--- src/rtl/cpu_pkg.sv ---
// Shared CPU definitions: T-state constants, sequencer state encoding and
// the default stage counts used by both the sequencer and control_block.
package cpu_pkg;

    localparam logic [2:0] STAGE_T0 = 3'd0;
    localparam logic [2:0] STAGE_T1 = 3'd1;
    localparam logic [2:0] STAGE_T2 = 3'd2;
    localparam logic [2:0] STAGE_T3 = 3'd3;
    localparam logic [2:0] STAGE_T4 = 3'd4;
    localparam logic [2:0] STAGE_T5 = 3'd5;
    localparam logic [2:0] STAGE_T6 = 3'd6;
    localparam logic [2:0] STAGE_T7 = 3'd7;

    localparam int DEFAULT_NUM_STAGES   = 6;
    localparam int DEFAULT_FETCH_STAGES = 2;

    typedef enum logic [1:0] {
        SEQ_RUN       = 2'd0,
        SEQ_STEP_WAIT = 2'd1,
        SEQ_HALTED    = 2'd2
    } seq_state_e;

    // One-hot decode of a stage index; bits at or above num_stages stay 0
    // so control_block never sees a select for a stage that cannot occur.
    function automatic logic [7:0] stage_onehot_mask(input logic [2:0] stage_idx,
                                                     input int num_stages);
        logic [7:0] oh;
        oh = 8'h00;
        for (int i = 0; i < 8; i++) begin
            if ((i < num_stages) && (stage_idx == i[2:0])) begin
                oh[i] = 1'b1;
            end
        end
        return oh;
    endfunction

endpackage

--- src/rtl/cpu_stage_sequencer_step_pulse_gen.sv ---
// Rising-edge detector for the front-panel single-step request. A level held
// high yields exactly one pulse; the history register clears on reset.
module step_pulse_gen (
    input  logic clk,
    input  logic rst,
    input  logic step_req_i,
    output logic step_pulse_o
);

    logic step_req_q;

    // Remember last cycle's request level so only a 0->1 change counts.
    always_ff @(posedge clk) begin
        if (rst) begin
            step_req_q <= 1'b0;
        end else begin
            step_req_q <= step_req_i;
        end
    end

    assign step_pulse_o = step_req_i & ~step_req_q;

endmodule

--- src/rtl/cpu_stage_sequencer.sv ---
// T-state sequencer for the 8-bit CPU. Produces the stage index consumed by
// control_block and gates when the datapath may act (free-run, single-step,
// early instruction end, halt).
// Optional build macro CPU_STAGE_SEQ_INSTR_COUNT_EN adds an 8-bit
// retired-instruction counter output (retired_count).
module cpu_stage_sequencer
    import cpu_pkg::*;
#(
    parameter int NUM_STAGES   = DEFAULT_NUM_STAGES,
    parameter int FETCH_STAGES = DEFAULT_FETCH_STAGES
) (
    input  logic       clk,
    input  logic       rst,
    input  logic       run_en,
    input  logic       step_req,
    input  logic       early_end,
    input  logic       halt_req,
    output logic [2:0] stage,
    output logic [7:0] stage_onehot,
    output logic       fetch_phase,
    output logic       instr_boundary,
    output logic       halted,
    output logic       stage_valid
`ifdef CPU_STAGE_SEQ_INSTR_COUNT_EN
    ,
    output logic [7:0] retired_count
`endif
);

    localparam logic [2:0] LAST_STAGE  = 3'(NUM_STAGES - 1);
    localparam logic [2:0] FETCH_LIMIT = 3'(FETCH_STAGES);

    seq_state_e state_q, state_d;
    logic [2:0] stage_q, stage_d;
    logic [7:0] onehot_q;
    logic       fetch_q;
    logic       boundary_q;
    logic       halted_q;
    logic       step_pulse;
    logic       valid_c;
    logic       wrap_d;
    logic [2:0] plus_one;

    step_pulse_gen u_step_pulse (
        .clk          (clk),
        .rst          (rst),
        .step_req_i   (step_req),
        .step_pulse_o (step_pulse)
    );

    // Decide whether this cycle's stage is live and compute the next stage
    // and mode; halt wins over early end, and a halting stage still advances.
    always_comb begin
        valid_c  = 1'b0;
        stage_d  = stage_q;
        state_d  = state_q;
        plus_one = (stage_q == LAST_STAGE) ? STAGE_T0 : (stage_q + 3'd1);

        if (!rst) begin
            case (state_q)
                SEQ_RUN:       valid_c = 1'b1;
                SEQ_STEP_WAIT: valid_c = step_pulse;
                default:       valid_c = 1'b0;
            endcase
        end

        if (valid_c) begin
            if (halt_req) begin
                stage_d = plus_one;
            end else if (early_end && (stage_q >= FETCH_LIMIT)) begin
                stage_d = STAGE_T0;
            end else begin
                stage_d = plus_one;
            end
        end

        if (valid_c && halt_req) begin
            state_d = SEQ_HALTED;
        end else begin
            case (state_q)
                SEQ_RUN:       if (!run_en) state_d = SEQ_STEP_WAIT;
                SEQ_STEP_WAIT: if (run_en)  state_d = SEQ_RUN;
                default:       state_d = state_q;
            endcase
        end

        wrap_d = valid_c && (stage_d == STAGE_T0);
    end

    // Sequencer FSM with all status outputs registered alongside the state.
    always_ff @(posedge clk) begin
        if (rst) begin
            state_q    <= SEQ_RUN;
            stage_q    <= STAGE_T0;
            onehot_q   <= 8'h01;
            fetch_q    <= 1'b1;
            boundary_q <= 1'b0;
            halted_q   <= 1'b0;
        end else begin
            state_q    <= state_d;
            stage_q    <= stage_d;
            onehot_q   <= stage_onehot_mask(stage_d, NUM_STAGES);
            fetch_q    <= (stage_d < FETCH_LIMIT) && (state_d != SEQ_HALTED);
            boundary_q <= wrap_d;
            halted_q   <= (state_d == SEQ_HALTED);
        end
    end

`ifdef CPU_STAGE_SEQ_INSTR_COUNT_EN
    logic [7:0] retired_q;

    // Count completed instructions; bumps on the same edge the boundary
    // pulse is raised, so it naturally holds once halted.
    always_ff @(posedge clk) begin
        if (rst) begin
            retired_q <= 8'd0;
        end else if (wrap_d) begin
            retired_q <= retired_q + 8'd1;
        end
    end

    assign retired_count = retired_q;
`else
    // No retirement counter in this build.
`endif

    assign stage          = stage_q;
    assign stage_onehot   = onehot_q;
    assign fetch_phase    = fetch_q;
    assign instr_boundary = boundary_q;
    assign halted         = halted_q;
    assign stage_valid    = valid_c;

endmodule

--- config.mk ---
export PLATFORM = sky130hd
export DESIGN_NAME = cpu_stage_sequencer
export DESIGN_NICKNAME = d
export VERILOG_FILES = /design/src/rtl/cpu_pkg.sv /design/src/rtl/cpu_stage_sequencer_step_pulse_gen.sv /design/src/rtl/cpu_stage_sequencer.sv
export SDC_FILE = /design/constraint.sdc
export NUM_CORES = 1
export LEC_CHECK = 0
export ABC_AREA = 1
export CORE_MARGIN = 2
export CORE_UTILIZATION = 38
export CTS_CLUSTER_DIAMETER = 80
export DETAILED_ROUTE_END_ITERATION = 8
export PLACE_DENSITY = 0.72
export REMOVE_ABC_BUFFERS = 1
export SLEW_MARGIN = 20
export SYNTH_ARGS = -nofsm -noshare
export SYNTH_HDL_FRONTEND = slang
export SYNTH_SLANG_ARGS = --single-unit
--- constraint.sdc ---
create_clock -name clk -period 1.2 [get_ports clk]
set_clock_uncertainty 0.15 [all_clocks]
set_input_delay 0.18 -clock clk [delete_from_list [all_inputs] [get_ports clk]]
set_output_delay 0.18 -clock clk [all_outputs]
set_load 0.05 [all_outputs]
## After elaboration in Yosys (flattened, before gate mapping)

Index checks and enable logic that the tools add are counted.
W data, S select, Z words.

| operators by class | value |
|---|---|
| add/subtract/negate cells | 1 |
| magnitude comparators | 2 |
| eq/ne operators | 9 |
| mux-type cells | 16 |
| bitwise gates (word level) | 2 |
| reduce and logical (&&, ||, !) cells | 6 |

Operators by type and width:

| kind | count |
|---|---|
| $mux W3 | 4 |
| $eq A3 B3 Y1 const B | 3 |
| $mux W1 | 7 |
| $eq A3 B2 Y1 const B | 2 |
| $mux W2 | 3 |
| $logic_and A1 B1 Y1 | 4 |
| $pmux W2 S2 | 1 |
| $add A3 B1 Y3 const B | 1 |
| $eq A3 B1 Y1 const B | 1 |
| $ge A3 B2 Y1 const B | 1 |
| $logic_not A3 Y1 | 1 |
| $lt A3 B2 Y1 const B | 1 |
| $eq A2 B1 Y1 const B | 1 |
| $eq A2 B2 Y1 const B | 1 |
| $logic_not A2 Y1 | 1 |
| $ne A2 B2 Y1 const B | 1 |
| $pmux W1 S2 | 1 |
| $and A1 B1 Y1 | 1 |
| $not A1 Y1 | 1 |

| storage, ports and cells | value |
|---|---|
| bits in registers | 17 |
| input port bits | 6 |

## Logic depth before layout (Yosys ltp)

| logic depth | value |
|---|---|
| word-level depth | 8 |
| gate-level depth with buffers | 9 |
| depth with buffers taken out | 9 |

## Hierarchy

Synthesis repeated with hierarchy kept, for this count alone.

| second synthesis, totals | value |
|---|---|
| cells, all modules | 80 |
| area total of the unflattened synthesis | 613.1 µm² |

By module, submodules not included:

| module | times used | cells each | area an instance (µm²) | sequential area each (µm²) |
|---|---|---|---|---|
| cpu_stage_sequencer | 1 | 76 | 581.8 | 280.3 |
| step_pulse_gen | 1 | 4 | 31.3 | 20.0 |

## Worst setup path after synthesis

OpenSTA, ideal clock, no wires.

| timing | value |
|---|---|
| kind | reg-to-reg |
| start point | register stage_q[1] (netlist: stage[1]) |
| end point | register onehot_q[5] (netlist: stage_onehot[5]) |
| setup time | 0.117 ns |
| arrival | 1.310 ns |
| required time | 0.933 ns |
| slack | -0.377 ns |
| cell stages (with the launch flop) | 10 |
| buffers on the path | 0 |
| clock period less this slack | 1.577 ns |
| cell sequence | dfxtp_1 inv_1 nand2_1 nand2_1 nand2_1 nand2_2 nand2_4 inv_1 nand2_1 nor2_1 |

| between the ends | value |
|---|---|
| word-level cells in the longest chain between the ends | 7 |
| elaborated cells on any way between the ends | 10 |
| classes of those cells | add/sub: 1; order compare: 1; eq/ne: 2; mux: 5; reduce/logical: 1 |

RTL lines:

| item | line | source |
|---|---|---|
| start: declaration | cpu_stage_sequencer.sv:34 | `logic [2:0] stage_q, stage_d;` |
| start signal: assignment | cpu_stage_sequencer.sv:101 | `stage_q <= stage_d;` |
| $add A3 B1 Y3, or another cell as far along | cpu_stage_sequencer.sv:57 | `plus_one = (stage_q == LAST_STAGE) ? STAGE_T0 : (stage_q + 3'd1);` |
| $mux W3 / $logic_and A1 B1 Y1 (equally long branches) | cpu_stage_sequencer.sv:57, cpu_stage_sequencer.sv:70 |  |
| $mux W3 | cpu_stage_sequencer.sv:70 | `end else if (early_end && (stage_q >= FETCH_LIMIT)) begin` |
| $mux W3 | cpu_stage_sequencer.sv:68 | `if (halt_req) begin` |
| $mux W3 * | cpu_stage_sequencer.sv:67 | `if (valid_c) begin` |
| $eq A3 B3 Y1 * | cpu_pkg.sv:30 | `if ((i < num_stages) && (stage_idx == i[2:0])) begin` |
| $mux W1 * | cpu_pkg.sv:30 |  |
| end signal: assignment | cpu_stage_sequencer.sv:102 | `onehot_q <= stage_onehot_mask(stage_d, NUM_STAGES);` |
| end: declaration | cpu_stage_sequencer.sv:35 | `logic [7:0] onehot_q;` |

Every way passes the cells marked *; elsewhere a longest branch is shown, timed or not.
A chain may end at the register's enable or synchronous reset.

## Worst setup path in the final report

| timing | value |
|---|---|
| start point | register state_q[1] |
| end point | register onehot_q[5] (netlist: stage_onehot[5]) |

| between the ends | value |
|---|---|
| word-level cells in the longest chain between the ends | 6 |
| elaborated cells on any way between the ends | 7 |
| classes of those cells | eq/ne: 2; mux: 4; reduce/logical: 1 |

RTL lines:

| item | line | source |
|---|---|---|
| start: declaration | cpu_stage_sequencer.sv:33 | `seq_state_e state_q, state_d;` |
| start signal: assignment | cpu_stage_sequencer.sv:100 | `state_q <= state_d;` |
| $eq A2 B1 Y1 / $logic_not A2 Y1 (equally long branches) | cpu_stage_sequencer.sv:60 | `case (state_q)` |
| $pmux W1 S2 * | cpu_stage_sequencer.sv:60 |  |
| $mux W1 * | cpu_stage_sequencer.sv:59 | `if (!rst) begin` |
| $mux W3 * | cpu_stage_sequencer.sv:67 |  |
| $eq A3 B3 Y1 * | cpu_pkg.sv:30 |  |
| $mux W1 * | cpu_pkg.sv:30 |  |

Marked as above.

==> impl_metrics.toml <==
[outcome]
status = "finished with violations"
violations = "setup timing"

[floorplan]
rows = 14
core_um2 = 1520
die_w_um = 44.5
pin_count = 21
chipHeight_um = 44.5
start_util = 0.409
dieArea_um2 = 1980

[timing]
setup_tns_ns = -2.27
timing.fmax_mhz = 689
post-route-period-util = 1.21
finalHoldViolations = 0
setup_viol = 13
slew_viol_final = 0
final.setup.worst_slack_ns = -0.251
rsz0062_at_grt = "yes"
final.min_clock_period_ns = 1.45

[yosys]
ys_warn_count = 0
netlist_instances = 85
synth_top_area_share = 0.482
ys_ff_latch = 15
ys_seq_area_frac = 0.482
synthTopCellsByArea = "dfxtp_1 48%, nand2_1 16%, inv_1 8.4%"
synth_largest_area_cell = "dfxtp_1"
synth_cell_type_count = 15
synth_area_um2 = 623
avgSynthCellArea_um2 = 7.33

[critical_path]
end_kind = "register"
crit_type = "reg -> reg"
worst_setup_path_start_kind = "register"
timing.rr.end = "stage_onehot[5]"
rrSetupSlack_ns = -0.25
rr_startpoint = "state_q[1]"
cp.required_ns = 1.23
path_max_fanout = 6
r2r_cells = 10
crit_arrival_ns = 1.48

[power]
peakVddDrop_uv = 996
powerDensity_nw_per_um2 = 1200
p_leak_nw = 0.595

[clock_tree]
numCtsBuffers = 3
ctsHoldBuffers = 0
htreeDepth = 1
clock_sinks = 15
clk_latency_ns = 0.27
clkTransAtPathRegs_ns = 0.08
cts_tree = "done"
clk_path_buf_depth = 2
root_buffer = "clkbuf_4"

[layout]
antenna_cells = 0
final_cell_mix = "20 x nand2_1, 14 x inv_1, 13 x buf_12"
syn_to_final_growth_pct = 87.8
final_common_cell = "nand2_1"
drive_above_1_share = 0.443
fin_util = 0.768
design_area_um2 = 1170
fin_nets = 129

[worst_hold_path]
hp-class = "in -> reg"
min_to = "u_step_pulse.step_req_q"
min_from = "step_req"
holdPathStages = 3

[global_route]
grt_pass1_vias = 638
track_usage = 0.184
antenna_found_initial = 0
grt_overflow_total = 0
grt_max_degree = 9
grt_pass1_wl_um = 2640

[place]
gp_congestion = 0.828
place_area_um2 = 1020
place_hpwl_um = 1010
place_ws_ns = -0.429
port_buffers = 18

[routing]
remaining_drc_errors = 0
routed_wl_um = 1620
avgViaCountPerCell = 4.70
drtAntennaViolNets = 0
drt_iter0_drc = 10
wl_per_cell_um = 11.7
vias = 648
drt-pass1-iter-count = 4

[run]
cap_viol_max_count = 0
cells by family (layout without fill, tap and decap cells):
family | after synthesis | in the layout | share of synthesized area
flops | 15 | 15 | 0.482
buf+inv | 17 | 53 | 0.114
compound gates | 3 | 3 | 0.0422
other cells | 1 | 2 | 0.00602
simple gates | 49 | 49 | 0.355
area by class of cell:
cell class,count,area [um^2]
repair buffers,34,447
flip-flops and latches,15,308
clock buffers,4,26.3
inverters,15,56.3
multi-input cells,54,313
fillers,100,354
well taps,16,20.0
sequential cells by signal, indices dropped and copies added, names as in the netlist:
name                     count
stage_onehot                 6
stage                        3
state_q                      2
fetch_phase                  1
halted                       1
instr_boundary               1
u_step_pulse.step_req_q      1
timing repair:
| action | CTS | global route |
|---|---|---|
| setup endpoints to repair | 16 | 17 |
| pin swaps | 2 | 2 |
| gates resized for setup | 18 | 8 |
| buffers inserted | 3 | 2 |
synthesized netlist by cell type, drive strengths merged:
master,n
nand2,30
dfxtp,15
inv,15
nor2,11
nand3,8
a21oi,2
buf,2
conb,1
o21ai,1
worst max-delay path by stage:
stage	slack, ns	from	endpoint
after floorplan	-0.38	stage[1]	stage_onehot[5]
after global placement	-0.38	step_req	fetch_phase
after detailed placement	-0.43	rst	stage_onehot[5]
after CTS	-0.24	state_q[1]	stage_valid
after global routing	-0.32	state_q[1]	stage_onehot[5]
final	-0.25	state_q[1]	stage_onehot[5]
routing by layer:
layer  global-route usage  part of all wire  vias up  wire length (um)
met3               0.0653             0.055        2                89
met5                    0                 0        -                 0
met2                0.310              0.50       22               810
met4               0.0545             0.015        0                25
met1                0.217              0.43      300               690
li1                     -                 -      324                 -
worst max-delay path: stages, from the launching register on:
cell	delay [ns]
dfxtp_2	0.34
nor2_4	0.09
inv_2	0.05
a21oi_4	0.13
buf_4	0.14
buf_6	0.11
nand2_2	0.08
nand2_4	0.11
inv_1	0.05
nand2_1	0.07
nor2_1	0.04
through the flow:
stage	std cells	power [mW]	hold slack (ns)
finish	138	1.41	0.126
global placement	129	1.06	0.458
global route	138	1.48	0.137
CTS	136	1.38	0.121
floorplan	84	0.826	0.0991
detailed placement	129	1.06	0.477
power breakdown:
group          switching (mW)  leakage (nW)  internal (mW)
Clock                   0.143        0.0150          0.129
Sequential             0.0357         0.125          0.538
Combinational           0.303         0.455          0.258
Total                   0.482         0.595          0.926
Note: power is estimated with default switching activity, not from simulation.
